**config.mk**
```make
export PLATFORM = sky130hd
export DESIGN_NAME = hyper_mvblck_todram_multi
export DESIGN_NICKNAME = d
export VERILOG_FILES = /design/src/rtl/hyper_mvblck_todram_multi.sv
export SDC_FILE = /design/constraint.sdc
export NUM_CORES = 1
export LEC_CHECK = 0
export ABC_CLOCK_PERIOD_IN_PS = 2900
export CORE_AREA = 8 8 117 119
export CTS_CLUSTER_SIZE = 20
export DETAILED_ROUTE_END_ITERATION = 10
export DIE_AREA = 0 0 125 127
export PLACE_DENSITY = 0.61
export SYNTH_ARGS = -nofsm -noshare
export SYNTH_HDL_FRONTEND = slang
export SYNTH_SLANG_ARGS = --single-unit
```
**constraint.sdc**
```tcl
create_clock -name CLK -period 2.9 [get_ports CLK]
set_input_delay 0.29 -clock CLK [delete_from_list [all_inputs] [get_ports CLK]]
set_output_delay 0.29 -clock CLK [all_outputs]
set_load 0.05 [all_outputs]
```
**src/rtl/hyper_mvblck_todram_multi.sv**
```systemverilog
// Drains COUNT_REQ words from one LSAB section and packs them into 2^BEATLOG-word MCU column writes.
// Handles unaligned starts, partial final groups, empty-section stalls with optional timeout, and early STOP.
module hyper_mvblck_todram_multi #(
  parameter int NSEC       = 4,
  parameter int SECW       = 2,
  parameter int AW         = 12,
  parameter int CW         = 6,
  parameter int BEATLOG    = 1,
  parameter int WAIT_LIMIT = 16
) (
  input  logic                        CLK,
  input  logic                        RST,
  input  logic [NSEC-1:0]             LSAB_INT,
  input  logic [NSEC-1:0]             LSAB_STOP,
  input  logic [NSEC-1:0]             LSAB_EMPTY,
  input  logic [3*NSEC-1:0]           LSAB_ANCILL,
  output logic                        LSAB_READ,
  output logic [SECW-1:0]             LSAB_SECTION,
  input  logic [AW-1:0]               START_ADDRESS,
  input  logic [CW-1:0]               COUNT_REQ,
  input  logic [SECW-1:0]             SECTION,
  input  logic [1:0]                  DRAM_SEL,
  input  logic                        ISSUE,
  output logic [CW-1:0]               COUNT_SENT,
  output logic                        WORKING,
  output logic                        IRQ_OUT,
  output logic                        ABRUPT_STOP,
  output logic                        TIMEOUT,
  output logic [2:0]                  ANCILL_OUT,
  output logic [AW-1:0]               MCU_COLL_ADDRESS,
  output logic [2*(1<<BEATLOG)-1:0]   MCU_WE_ARRAY,
  output logic [1:0]                  MCU_REQUEST_ACCESS
);

  localparam int LANES = 1 << BEATLOG;
  localparam int WEW   = 2 * LANES;
  localparam int SW    = (WAIT_LIMIT > 1) ? $clog2(WAIT_LIMIT + 1) : 1;

  typedef enum logic [1:0] {IDLE, XFER, FLUSH, DONE} state_t;

  state_t            state_q, state_d;
  logic [SECW-1:0]   sel_q;
  logic [AW-1:0]     track_addr_q;
  logic [CW-1:0]     len_left_q;
  logic [CW-1:0]     req_q;
  logic [1:0]        dsel_q;
  logic [WEW-1:0]    mask_q;
  logic [SW-1:0]     stall_q;
  logic              tmo_q;
  logic              busy_q;
  logic              working_q;
  logic [AW-1:0]     coll_addr_q;
  logic [WEW-1:0]    we_q;
  logic [1:0]        req_acc_q;
  logic [CW-1:0]     count_sent_q;
  logic              irq_q;
  logic              abrupt_q;
  logic              timeout_q;
  logic [2:0]        ancill_q;

  logic              sec_stop, sec_empty;
  logic              beat, stall, stall_hit, top_lane;
  logic [BEATLOG-1:0] lane;
  logic [WEW-1:0]    mask_new;
  logic [AW-1:0]     group_base;

  assign sec_stop   = LSAB_STOP[sel_q];
  assign sec_empty  = LSAB_EMPTY[sel_q];
  assign lane       = track_addr_q[BEATLOG-1:0];
  assign top_lane   = (lane == BEATLOG'(LANES - 1));
  assign mask_new   = mask_q | ({{(WEW-2){1'b0}}, 2'b11} << {lane, 1'b0});
  assign group_base = {track_addr_q[AW-1:BEATLOG], {BEATLOG{1'b0}}};

  always_ff @(posedge CLK) begin
    if (!RST) state_q <= IDLE;
    else      state_q <= state_d;
  end

  always_comb begin
    state_d = state_q;
    case (state_q)
      IDLE:  if (ISSUE) state_d = XFER;
      XFER:  if ((len_left_q == '0) || sec_stop || stall_hit) state_d = FLUSH;
      FLUSH: state_d = DONE;
      DONE:  state_d = IDLE;
      default: state_d = IDLE;
    endcase
  end

  // STOP outranks EMPTY: a stopped section neither beats nor counts as stalled.
  always_comb begin
    beat      = 1'b0;
    stall     = 1'b0;
    stall_hit = 1'b0;
    if (RST && (state_q == XFER) && (len_left_q != '0) && !sec_stop) begin
      beat      = !sec_empty;
      stall     = sec_empty;
      stall_hit = sec_empty && (WAIT_LIMIT != 0) && ((int'(stall_q) + 1) == WAIT_LIMIT);
    end
  end

  assign LSAB_READ = beat;

  always_ff @(posedge CLK) begin
    if (!RST) begin
      sel_q        <= '0;
      track_addr_q <= '0;
      len_left_q   <= '0;
      req_q        <= '0;
      dsel_q       <= '0;
      mask_q       <= '0;
      stall_q      <= '0;
      tmo_q        <= 1'b0;
      busy_q       <= 1'b0;
      working_q    <= 1'b0;
      coll_addr_q  <= '0;
      we_q         <= '0;
      req_acc_q    <= '0;
      count_sent_q <= '0;
      irq_q        <= 1'b0;
      abrupt_q     <= 1'b0;
      timeout_q    <= 1'b0;
      ancill_q     <= '0;
    end else begin
      req_acc_q <= '0;
      busy_q    <= (state_q != IDLE);
      working_q <= busy_q;
      case (state_q)
        IDLE: begin
          if (ISSUE) begin
            sel_q        <= SECTION;
            track_addr_q <= START_ADDRESS;
            len_left_q   <= COUNT_REQ;
            req_q        <= COUNT_REQ;
            dsel_q       <= DRAM_SEL;
            mask_q       <= '0;
            stall_q      <= '0;
            tmo_q        <= 1'b0;
          end
        end
        XFER: begin
          if (beat) begin
            track_addr_q <= track_addr_q + AW'(1);
            len_left_q   <= len_left_q - CW'(1);
            stall_q      <= '0;
            if (top_lane) begin
              coll_addr_q <= group_base;
              we_q        <= mask_new;
              req_acc_q   <= dsel_q;
              mask_q      <= '0;
            end else begin
              mask_q <= mask_new;
            end
          end else if (stall) begin
            stall_q <= stall_q + SW'(1);
            if (stall_hit) tmo_q <= 1'b1;
          end
        end
        // A nonzero mask never reached its top lane, so track_addr is still in that group.
        FLUSH: begin
          if (mask_q != '0) begin
            coll_addr_q <= group_base;
            we_q        <= mask_q;
            req_acc_q   <= dsel_q;
            mask_q      <= '0;
          end
        end
        DONE: begin
          count_sent_q <= req_q - len_left_q;
          abrupt_q     <= (len_left_q != '0);
          timeout_q    <= tmo_q;
          irq_q        <= LSAB_INT[sel_q];
          ancill_q     <= LSAB_ANCILL[3*sel_q +: 3];
        end
        default: ;
      endcase
    end
  end

  assign LSAB_SECTION       = sel_q;
  assign COUNT_SENT         = count_sent_q;
  assign WORKING            = working_q;
  assign IRQ_OUT            = irq_q;
  assign ABRUPT_STOP        = abrupt_q;
  assign TIMEOUT            = timeout_q;
  assign ANCILL_OUT         = ancill_q;
  assign MCU_COLL_ADDRESS   = coll_addr_q;
  assign MCU_WE_ARRAY       = we_q;
  assign MCU_REQUEST_ACCESS = req_acc_q;

endmodule

```
== Word level (Yosys, flattened, before mapping) ==
Cells that the tools add are included.
Widths: inputs -> output; s select.

* Output and inout port bits: 34
* Register bits: 72
* Word-level logic and storage cells: 109
* Input bits: 49

* Equal/unequal tests: 13
* Shift operators: 2
* Muxes and demuxes: 44
* $mul: 1
* Add/subtract/negate cells: 5
* Order comparisons: 1
* Reduce and logical (&&, ||, !) cells: 23
* Bitwise logic cells: 1

{| class="wikitable"
|+ Operators by type and width
! operator !! number
|-
| $mux 12 || 5
|-
| $pmux 12 s2 || 2
|-
| $mux 4 || 7
|-
| $ne 2x2->1 const B || 8
|-
| $mux 5 || 3
|-
| $add 12x1->12 const B || 1
|-
| $mux 6 || 2
|-
| $pmux 4 s3 || 1
|-
| $pmux 6 s2 || 1
|-
| $shiftx 12x5->3 || 1
|-
| $mux 1 || 10
|-
| $mux 2 || 5
|-
| $pmux 5 s2 || 1
|-
| $pmux 2 s4 || 1
|-
| $pmux 4 s2 || 1
|-
| $reduce_and 4->1 || 2
|-
| $add 5x1->6 const B || 1
|-
| $bmux 1 s2 || 3
|-
| $eq 6x5->1 const B || 1
|-
| $logic_not 6->1 || 1
|-
| $reduce_and 3->1 || 2
|-
| $reduce_bool 2->1 || 3
|-
| $reduce_bool 6->1 || 1
|-
| $sub 6x1->6 const B || 1
|-
| 19 further kinds || 26
|}

== Longest topological paths before layout ==
Gate-level depths: netlist (run 1).

* Depth after elaboration: 9
* Depth in mapped cells: 9
* Depth with buffers taken out: 8

== Worst setup path before layout (run 1) ==
OpenSTA, ideal clock, no wires.

* Path kind: register to output
* Start point: register sel_q[0] (netlist: LSAB_SECTION[0])
* End point: output LSAB_READ
* Setup slack: 0.188 ns
* Path buffers: 1
* Arrival: 2.422 ns
* Cell stages (with the launch flop): 5
* Path through: dfxtp_1 -> buf_6 -> mux4_2 -> a211o_4 -> nor2_1

* Cells in the longest elaborated chain, start to end: 5
* Elaborated cells on any way between the ends: 8

{| class="wikitable"
|+ Ends and longest elaborated chain
! element !! line !! RTL
|-
| from (decl) || 42 || <nowiki>logic [SECW-1:0] sel_q;</nowiki>
|-
| from (signal assigned) || 106 || <nowiki>sel_q <= '0;</nowiki>
|-
| from (signal assigned) || 131 || <nowiki>sel_q <= SECTION;</nowiki>
|-
| $bmux 1 s2 || 67 || <nowiki>assign sec_stop = LSAB_STOP[sel_q];</nowiki>
|-
| $mux 1 (not written as such) || 67 ||
|-
| $logic_not 1->1 || 95 || <nowiki>if (RST && (state_q == XFER) && (len_left_q != '0) && !sec_stop) begin</nowiki>
|-
| $logic_and 1x1->1 || 95 ||
|-
| $mux 1 * || 95 ||
|-
| to (decl) || 17 || <nowiki>output logic LSAB_READ,</nowiki>
|}

Every way passes the cells marked *; elsewhere a longest branch is shown, timed or not. The select of a mux whose other input is x is not followed.

== Worst setup path after layout (run 1) ==
* Start point: register len_left_q[0]
* End point: output LSAB_READ

* Cells in the longest elaborated chain, start to end: 4

{| class="wikitable"
|+ Ends and longest elaborated chain
! element !! line !! RTL
|-
| from (decl) || 44 || <nowiki>logic [CW-1:0] len_left_q;</nowiki>
|-
| from (signal assigned) || 144 || <nowiki>len_left_q <= len_left_q - CW'(1);</nowiki>
|-
| $reduce_bool 6->1 || 95 ||
|-
| $logic_and 1x1->1 (2 in series) || 95 ||
|-
| $mux 1 || 95 ||
|}

Every way passes these cells.

==> metrics.txt, run 1 <==
# TYPE chip_impl_metric gauge
chip_impl_info{name="outcome",value="complete, no violations"} 1
chip_impl_metric{name="overflow",unit=""} 0
chip_impl_metric{name="pre_cts_slack",unit="ns"} 0.335
chip_impl_metric{name="postPlaceCellArea",unit="sq mm"} 0.00475
chip_impl_metric{name="worst_pin_slew",unit="ns"} 0.859
chip_impl_metric{name="synthCells",unit=""} 443
chip_impl_metric{name="core.rowCount",unit=""} 40
chip_impl_metric{name="die_y",unit="microns"} 127
chip_impl_metric{name="initial_utilization",unit="%"} 32.0
chip_impl_info{name="synth_largest_area_cell",value="dfxtp_1"} 1
chip_impl_metric{name="worst_slew_margin_rel",unit="%"} 42.8
chip_impl_metric{name="number_of_register_bits_inferred_by_synthesis",unit=""} 71
chip_impl_metric{name="final_area",unit="sq mm"} 0.00505
chip_impl_metric{name="simple_gate_fraction_of_synth_area",unit="%"} 21.8
chip_impl_metric{name="dp_hpwl",unit="mm"} 8.15
chip_impl_metric{name="grt_start_max_net_pins",unit=""} 41
chip_impl_info{name="timing.rr.end",value="len_left_q[4]"} 1
chip_impl_metric{name="synth_cell_types",unit=""} 65
chip_impl_info{name="rsz0062_at_grt",value="false"} 1
chip_impl_metric{name="adder_and_majority_cell_fraction_of_the_synthesized_area",unit="%"} 5.49
chip_impl_metric{name="skew",unit="ns"} 0.00841
chip_impl_metric{name="synth_area_in_xor_xnor",unit="%"} 0.695
chip_impl_metric{name="timing.final.setup_violations",unit=""} 0
chip_impl_metric{name="synthArstFlopShare",unit="%"} 0
chip_impl_metric{name="synth_top_cell_area_share",unit="%"} 37.6
chip_impl_metric{name="synthesized_nets",unit=""} 508
chip_impl_metric{name="drt_pass1_iterations",unit=""} 4
chip_impl_metric{name="fraction_of_the_core_area_covered_by_cells_at_the_end_of_the_flow",unit="%"} 42.8
chip_impl_info{name="layout.cells.most_common_list",value="79 x clkdlybuf4s50_1, 71 x dfxtp_1, 54 x nand2_1, 34 x nor2_1, 26 x nand3_1"} 1
chip_impl_metric{name="die_w",unit="microns"} 125
chip_impl_metric{name="shortest_clock_period_the_worst_path_allows_after_layout",unit="ns"} 2.53
chip_impl_metric{name="routed_wire_per_std_cell",unit="microns"} 16.5
chip_impl_metric{name="final_layout_size_suffix_gt1_share",unit="%"} 8.03
chip_impl_metric{name="cts_hold_buf",unit=""} 0
chip_impl_info{name="timing.critical_path.to_type",value="primary output"} 1
chip_impl_metric{name="cts_buffers",unit=""} 9
chip_impl_metric{name="power_density",unit="mW/mm^2"} 842
chip_impl_metric{name="timing.final.hold_violations",unit=""} 0
chip_impl_info{name="mostFrequentLayoutCell",value="clkdlybuf4s50_1"} 1
chip_impl_metric{name="timing.final.max_slew_violations",unit=""} 0
chip_impl_metric{name="syn-mean-instance-area",unit="sq um"} 8.53
chip_impl_metric{name="antenna_found_initial",unit=""} 0
chip_impl_metric{name="h_tree_level_count",unit=""} 3
chip_impl_metric{name="ioPinCount",unit=""} 83
chip_impl_metric{name="timing.reg2reg.worst_path_depth",unit=""} 8
chip_impl_metric{name="cts.repair.resized",unit=""} 0
chip_impl_metric{name="clk_transition_reported_paths",unit="ns"} 0.06
chip_impl_metric{name="drv.max_cap_violation_count",unit=""} 0
chip_impl_metric{name="core_area",unit="sq mm"} 0.0118
chip_impl_info{name="synth_top_family_by_area",value="simple AND/OR/NAND/NOR gates"} 1
chip_impl_info{name="hold_path_startpoint",value="RST"} 1
chip_impl_info{name="critical_path_class",value="register to primary output"} 1
chip_impl_metric{name="route.vias.total",unit=""} 3559
chip_impl_metric{name="grt_first_pass_wirelength",unit="mm"} 18.4
chip_impl_metric{name="power_consumption",unit="uW"} 4260
chip_impl_metric{name="port_buffer_count",unit=""} 81
chip_impl_metric{name="num_antenna_cells",unit=""} 0
chip_impl_metric{name="cts.path.max_buffers",unit=""} 2
chip_impl_metric{name="ir_worst_vdd",unit="V"} 0.000293
chip_impl_metric{name="yosys-mux-area-fraction",unit="%"} 7.51
chip_impl_metric{name="remaining_drc_errors",unit=""} 0
chip_impl_metric{name="fp.dieArea",unit="sq mm"} 0.0159
chip_impl_info{name="post_synth_main_area_contributors",value="dfxtp_1 38%, nand2_1 5.4%, ha_1 5.0%"} 1
chip_impl_metric{name="number_of_global_route_vias_before_repair",unit=""} 3624
chip_impl_metric{name="routed_via_density",unit=""} 5.31
chip_impl_metric{name="crit_path_max_fanout",unit=""} 10
chip_impl_metric{name="timing.setup.tns",unit="ns"} 0
chip_impl_metric{name="cp.arrival",unit="ns"} 2.24
chip_impl_info{name="cp-start-kind",value="register"} 1
chip_impl_metric{name="seq_area_frac_synth",unit="%"} 37.6
chip_impl_metric{name="final.setup.worst_slack",unit="ns"} 0.372
chip_impl_metric{name="maxClockFrequency",unit="MHz"} 396
chip_impl_metric{name="holdPathStages",unit=""} 2
chip_impl_metric{name="syn_to_final_growth",unit="%"} 33.7
chip_impl_metric{name="reg2reg_setup_slack",unit="ns"} 0.49
chip_impl_metric{name="number_of_nets_at_the_end_of_the_flow",unit=""} 583
chip_impl_info{name="synthFlopType",value="dfxtp_1"} 1
chip_impl_metric{name="drtIter0Drc",unit=""} 164
chip_impl_metric{name="gp_routability_congestion",unit=""} 0.849
chip_impl_metric{name="clock_sinks",unit=""} 71
chip_impl_metric{name="power.static_leakage",unit="uW"} 0.00181
chip_impl_metric{name="mappedNetlistArea",unit="sq mm"} 0.00378
chip_impl_metric{name="gr-usage-all-layers",unit="%"} 14.2
chip_impl_metric{name="setup_repair_bufs_after_cts",unit=""} 0
chip_impl_info{name="worst_r2r_startpoint",value="len_left_q[0]"} 1
chip_impl_info{name="tritoncts",value="built"} 1
chip_impl_metric{name="final_antenna_net_count",unit=""} 0
chip_impl_metric{name="cp.required",unit="ns"} 2.61
chip_impl_info{name="clk_root_buf",value="clkbuf_16"} 1
chip_impl_info{name="hold_wc_path_type",value="input pin to register"} 1
chip_impl_metric{name="synth_compound_gate_area_share",unit="%"} 21.6
chip_impl_metric{name="synth_edf_count",unit=""} 0
chip_impl_metric{name="synth-warning-count",unit=""} 0
chip_impl_metric{name="fin_crit_sh",unit="%"} 87.2
chip_impl_metric{name="routed_wirelength",unit="mm"} 11.0
chip_impl_metric{name="clock_insertion_delay_worst_skew",unit="ns"} 0.34
chip_impl_info{name="min_delay_worst_endpoint",value="COUNT_SENT[3]"} 1
==> critical path: stages, from the launching register on <==
cell     delay [ns]
dfxtp_1        0.44
inv_1          0.13
ha_1           0.21
nor4b_1        0.14
buf_4          0.16
a211o_4        0.39
nor2_1         0.24
buf_12         0.17
==> through the flow <==
step | hold slack (ns) | std cells
2_1_floorplan | 0.412 | 443
3_3_place_gp | 0.432 | 654
3_5_place_dp | 0.427 | 654
4_1_cts | 0.362 | 670
5_1_grt | 0.389 | 670
6_report | 0.367 | 670
==> power by group <==
part	switching [uW]	internal, uW
clock	450	699
combinational	1070	708
sequential	185	1140
total	1710	2550
==> layer usage <==
layer,global-route usage (%),share of wire [%],up-vias
li1,-,-,1771
met1,17.0,47,1671
met2,23.5,46,105
met3,4.24,6.5,12
met4,5.59,1.5,0
met5,0,0,-
==> worst max path at each step <==
stage | start | endpoint | slack (ns) | cells past startpoint
after global routing | state_q[1] | LSAB_READ | 0.28 | 6
after global placement | LSAB_STOP[0] | len_left_q[4] | 0.37 | 6
final | len_left_q[0] | LSAB_READ | 0.37 | 7
after detailed placement | LSAB_STOP[0] | len_left_q[4] | 0.33 | 6
after CTS | len_left_q[0] | LSAB_READ | 0.35 | 7
after floorplan | LSAB_SECTION[0] | LSAB_READ | 0.19 | 4
==> state kept, by name, summed over array words and instances, names as in the netlist, 4 cells and up <==
| name | count |
|---|---|
| len_left_q | 6 |
| stall_q | 5 |
| mask_q | 4 |
| COUNT_SENT | 6 |
| MCU_WE_ARRAY | 4 |
| MCU_COLL_ADDRESS | 11 |
| track_addr_q | 12 |
| req_q | 6 |
==> synthesized netlist by cell type (3+ instances only) <==
master     n
nor2_1    34
dfxtp_1   71
nand2b_1   7
a311oi_1   3
clkbuf_1  25
a32o_1     3
mux2i_1   13
o21ai_0   22
o311ai_0   5
o221ai_1   7
a21o_1     3
a221oi_1   3
nor2b_1    5
and2_1     7
nor3_1     4
nand4_1    6
nand3b_1   3
mux4_2     4
a211oi_1  11
nand2_1   54
ha_1      15
nand3_1   26
inv_1     20
a31oi_1    6
nor3b_1    7
a21oi_1   25
o21a_1     5
==> layout make-up <==
cell class	count	area, sq um
clock buffer	11	243
clock inverter	5	63.8
tap	147	184
fill	1185	6760
timing repair buffer	93	906
inverter	20	75.1
sequential	71	1420
multi-input combinational	323	2160
==> kinds of logic after synthesis <==
group | count (synthesis)
other cells | 1
compound gates | 117
fa+ha+maj | 16
simple gates | 166
mux | 20
buf+inv | 49
flops | 71
xor+xnor | 3
Note: power is estimated with default switching activity, not from simulation.
==> run 2: changes to the inputs <==
CTS_CLUSTER_SIZE = 30   (was 20)
MAX_ROUTING_LAYER = met4   (was not set)
==> run 2 against run 1 <==
  * Via count rose by 0.98%
  * Register-to-register slack barely moved
  * Clock power barely moved
  * Combinational power barely moved
  * Total power rose by 0.12%
  * Global-route usage rose by 0.45 points
  * Clock skew barely moved
  * Design area did not move
  * Sequential power barely moved
  * Critical endpoint unchanged
  * Highest routed layer unchanged
==> metrics.txt, run 2 (same netlist as run 1, synthesis figures left out) <==
# TYPE chip_impl_metric gauge
chip_impl_info{name="tritoncts",value="built"} 1
chip_impl_metric{name="cts_hold_buf",unit=""} 0
chip_impl_metric{name="ir_worst_vdd",unit="V"} 0.000291
chip_impl_metric{name="syn_to_final_growth",unit="%"} 33.7
chip_impl_info{name="cpMaxStageDelayCell",value="dfxtp_1"} 1
chip_impl_metric{name="setup_repair_bufs_after_cts",unit=""} 0
chip_impl_metric{name="die_w",unit="microns"} 125
chip_impl_metric{name="cp.arrival",unit="ns"} 2.25
chip_impl_info{name="clk_root_buf",value="clkbuf_16"} 1
chip_impl_metric{name="clk_transition_reported_paths",unit="ns"} 0.06
chip_impl_metric{name="clock_sinks",unit=""} 71
chip_impl_metric{name="routed_wirelength",unit="mm"} 11.1
chip_impl_info{name="hold_wc_path_type",value="input pin to register"} 1
chip_impl_metric{name="power_density",unit="mW/mm^2"} 843
chip_impl_metric{name="final.setup.worst_slack",unit="ns"} 0.359
chip_impl_metric{name="drv.max_cap_violation_count",unit=""} 0
chip_impl_metric{name="shortest_clock_period_the_worst_path_allows_after_layout",unit="ns"} 2.54
chip_impl_metric{name="ioPinCount",unit=""} 83
chip_impl_metric{name="pre_cts_slack",unit="ns"} 0.335
chip_impl_metric{name="crit_path_max_fanout",unit=""} 10
chip_impl_metric{name="cp.required",unit="ns"} 2.61
chip_impl_metric{name="clock_insertion_delay_worst_skew",unit="ns"} 0.34
chip_impl_metric{name="antenna_found_initial",unit=""} 0
chip_impl_metric{name="initial_utilization",unit="%"} 32.0
chip_impl_info{name="mostFrequentLayoutCell",value="clkdlybuf4s50_1"} 1
chip_impl_metric{name="num_antenna_cells",unit=""} 0
chip_impl_metric{name="power.static_leakage",unit="uW"} 0.00181
chip_impl_metric{name="layout.area.seq",unit="sq mm"} 0.00142
chip_impl_metric{name="timing.final.setup_violations",unit=""} 0
chip_impl_metric{name="final_antenna_net_count",unit=""} 0
chip_impl_metric{name="fin_crit_sh",unit="%"} 87.6
chip_impl_metric{name="grt_start_max_net_pins",unit=""} 41
chip_impl_metric{name="remaining_drc_errors",unit=""} 0
chip_impl_metric{name="number_of_fill_cells",unit=""} 1185
chip_impl_metric{name="fp.dieArea",unit="sq mm"} 0.0159
chip_impl_metric{name="h_tree_level_count",unit=""} 3
chip_impl_metric{name="cts.path.max_buffers",unit=""} 2
chip_impl_metric{name="number_of_nets_at_the_end_of_the_flow",unit=""} 583
chip_impl_info{name="cp-start-kind",value="register"} 1
chip_impl_metric{name="grt_first_pass_wirelength",unit="mm"} 18.4
chip_impl_metric{name="multi_input_comb_area",unit="sq mm"} 0.00216
chip_impl_info{name="cp_top_family",value="buffers and inverters"} 1
chip_impl_metric{name="fraction_of_the_core_area_covered_by_cells_at_the_end_of_the_flow",unit="%"} 42.8
chip_impl_info{name="critical_path_class",value="register to primary output"} 1
chip_impl_metric{name="core_area",unit="sq mm"} 0.0118
chip_impl_metric{name="final_hold_slack",unit="ns"} 0.368
chip_impl_metric{name="drtIter0Drc",unit=""} 189
chip_impl_metric{name="timing.final.hold_violations",unit=""} 0
chip_impl_metric{name="skew",unit="ns"} 0.00806
chip_impl_info{name="cp_cell_sequence",value="inv_1 -> ha_1 -> nor4b_1 -> buf_4 -> a211o_4 -> nor2_1 -> buf_12"} 1
chip_impl_metric{name="worst_pin_slew",unit="ns"} 0.854
chip_impl_metric{name="number_of_global_route_vias_before_repair",unit=""} 3618
chip_impl_metric{name="critPathMaxStageDelay",unit="ns"} 0.45
chip_impl_metric{name="core.rowCount",unit=""} 40
chip_impl_metric{name="drt_pass1_iterations",unit=""} 4
chip_impl_metric{name="cts.repair.resized",unit=""} 0
chip_impl_metric{name="port_buffer_count",unit=""} 81
chip_impl_metric{name="route.vias.total",unit=""} 3594
chip_impl_metric{name="overflow",unit=""} 0
chip_impl_metric{name="dp_hpwl",unit="mm"} 8.15
chip_impl_metric{name="routed_via_density",unit=""} 5.36
chip_impl_metric{name="gp_routability_congestion",unit=""} 0.863
chip_impl_metric{name="max_ffs_per_register",unit=""} 12
chip_impl_metric{name="gr-usage-all-layers",unit="%"} 14.7
chip_impl_metric{name="timing.final.max_slew_violations",unit=""} 0
chip_impl_metric{name="timing.setup.tns",unit="ns"} 0
chip_impl_metric{name="final_layout_size_suffix_gt1_share",unit="%"} 8.03
chip_impl_metric{name="maxClockFrequency",unit="MHz"} 394
chip_impl_metric{name="cts_buffers",unit=""} 9
chip_impl_metric{name="routed_wire_per_std_cell",unit="microns"} 16.5
chip_impl_info{name="layout.cells.most_common_list",value="79 x clkdlybuf4s50_1, 71 x dfxtp_1, 54 x nand2_1, 34 x nor2_1, 26 x nand3_1"} 1
chip_impl_metric{name="die_y",unit="microns"} 127
chip_impl_info{name="rsz0062_at_grt",value="false"} 1
chip_impl_info{name="timing.critical_path.to_type",value="primary output"} 1
chip_impl_info{name="register_with_the_most_flip_flops",value="track_addr_q"} 1
chip_impl_metric{name="worst_slew_margin_rel",unit="%"} 43.1
chip_impl_metric{name="crit_path_buffers_inverters",unit=""} 3
chip_impl_info{name="outcome",value="complete, no violations"} 1
[run 2: layout make-up]
class	count	share of cell area, %
multi-input cells	323	42.8
flip-flops and latches	71	28.1
repair buffers	93	17.9
clock buffers	11	4.80
well taps	147	3.64
inverters	20	1.49
clock inverters	5	1.26
[run 2: path summary, 6_finish.rpt]
path	start	to	depth (start not counted)	slack (ns)
hold / removal	RST	COUNT_SENT[3]	2	0.37
hold reg to reg	busy_q	WORKING	1	0.44
setup reg to reg	len_left_q[0]	len_left_q[4]	8	0.49
setup / recovery	len_left_q[0]	LSAB_READ	7	0.36
[run 2: through the flow]
step | power, uW | cell area (sq um) | cells
floorplan | 2560 | 3780 | 443
global placement | 3070 | 4750 | 654
detailed placement | 3120 | 4750 | 654
CTS | 4290 | 5050 | 670
global route | 4550 | 5050 | 670
finish | 4260 | 5050 | 670
[run 2: report_power, final]
group	internal (uW)	switching [uW]
Sequential	1140	185
Clock	699	450
Combinational	708	1080
[run 2: worst register-to-register path: stages, from the launching register on]
cell and delay, ns:
dfxtp_1 0.45, inv_1 0.14, ha_1 0.21, nor4b_1 0.15
buf_4 0.16, a211o_4 0.39, or3_4 0.44, o31a_1 0.29
o22ai_2 0.12
[run 2: layer usage]
layer	GRT usage, %	vias to the layer above	share of wire, %
met3	3.41	13	5.8
li1	-	1770	-
met2	23.6	125	45
met5	-	-	0
met4	5.59	0	1.5
met1	17.6	1686	47
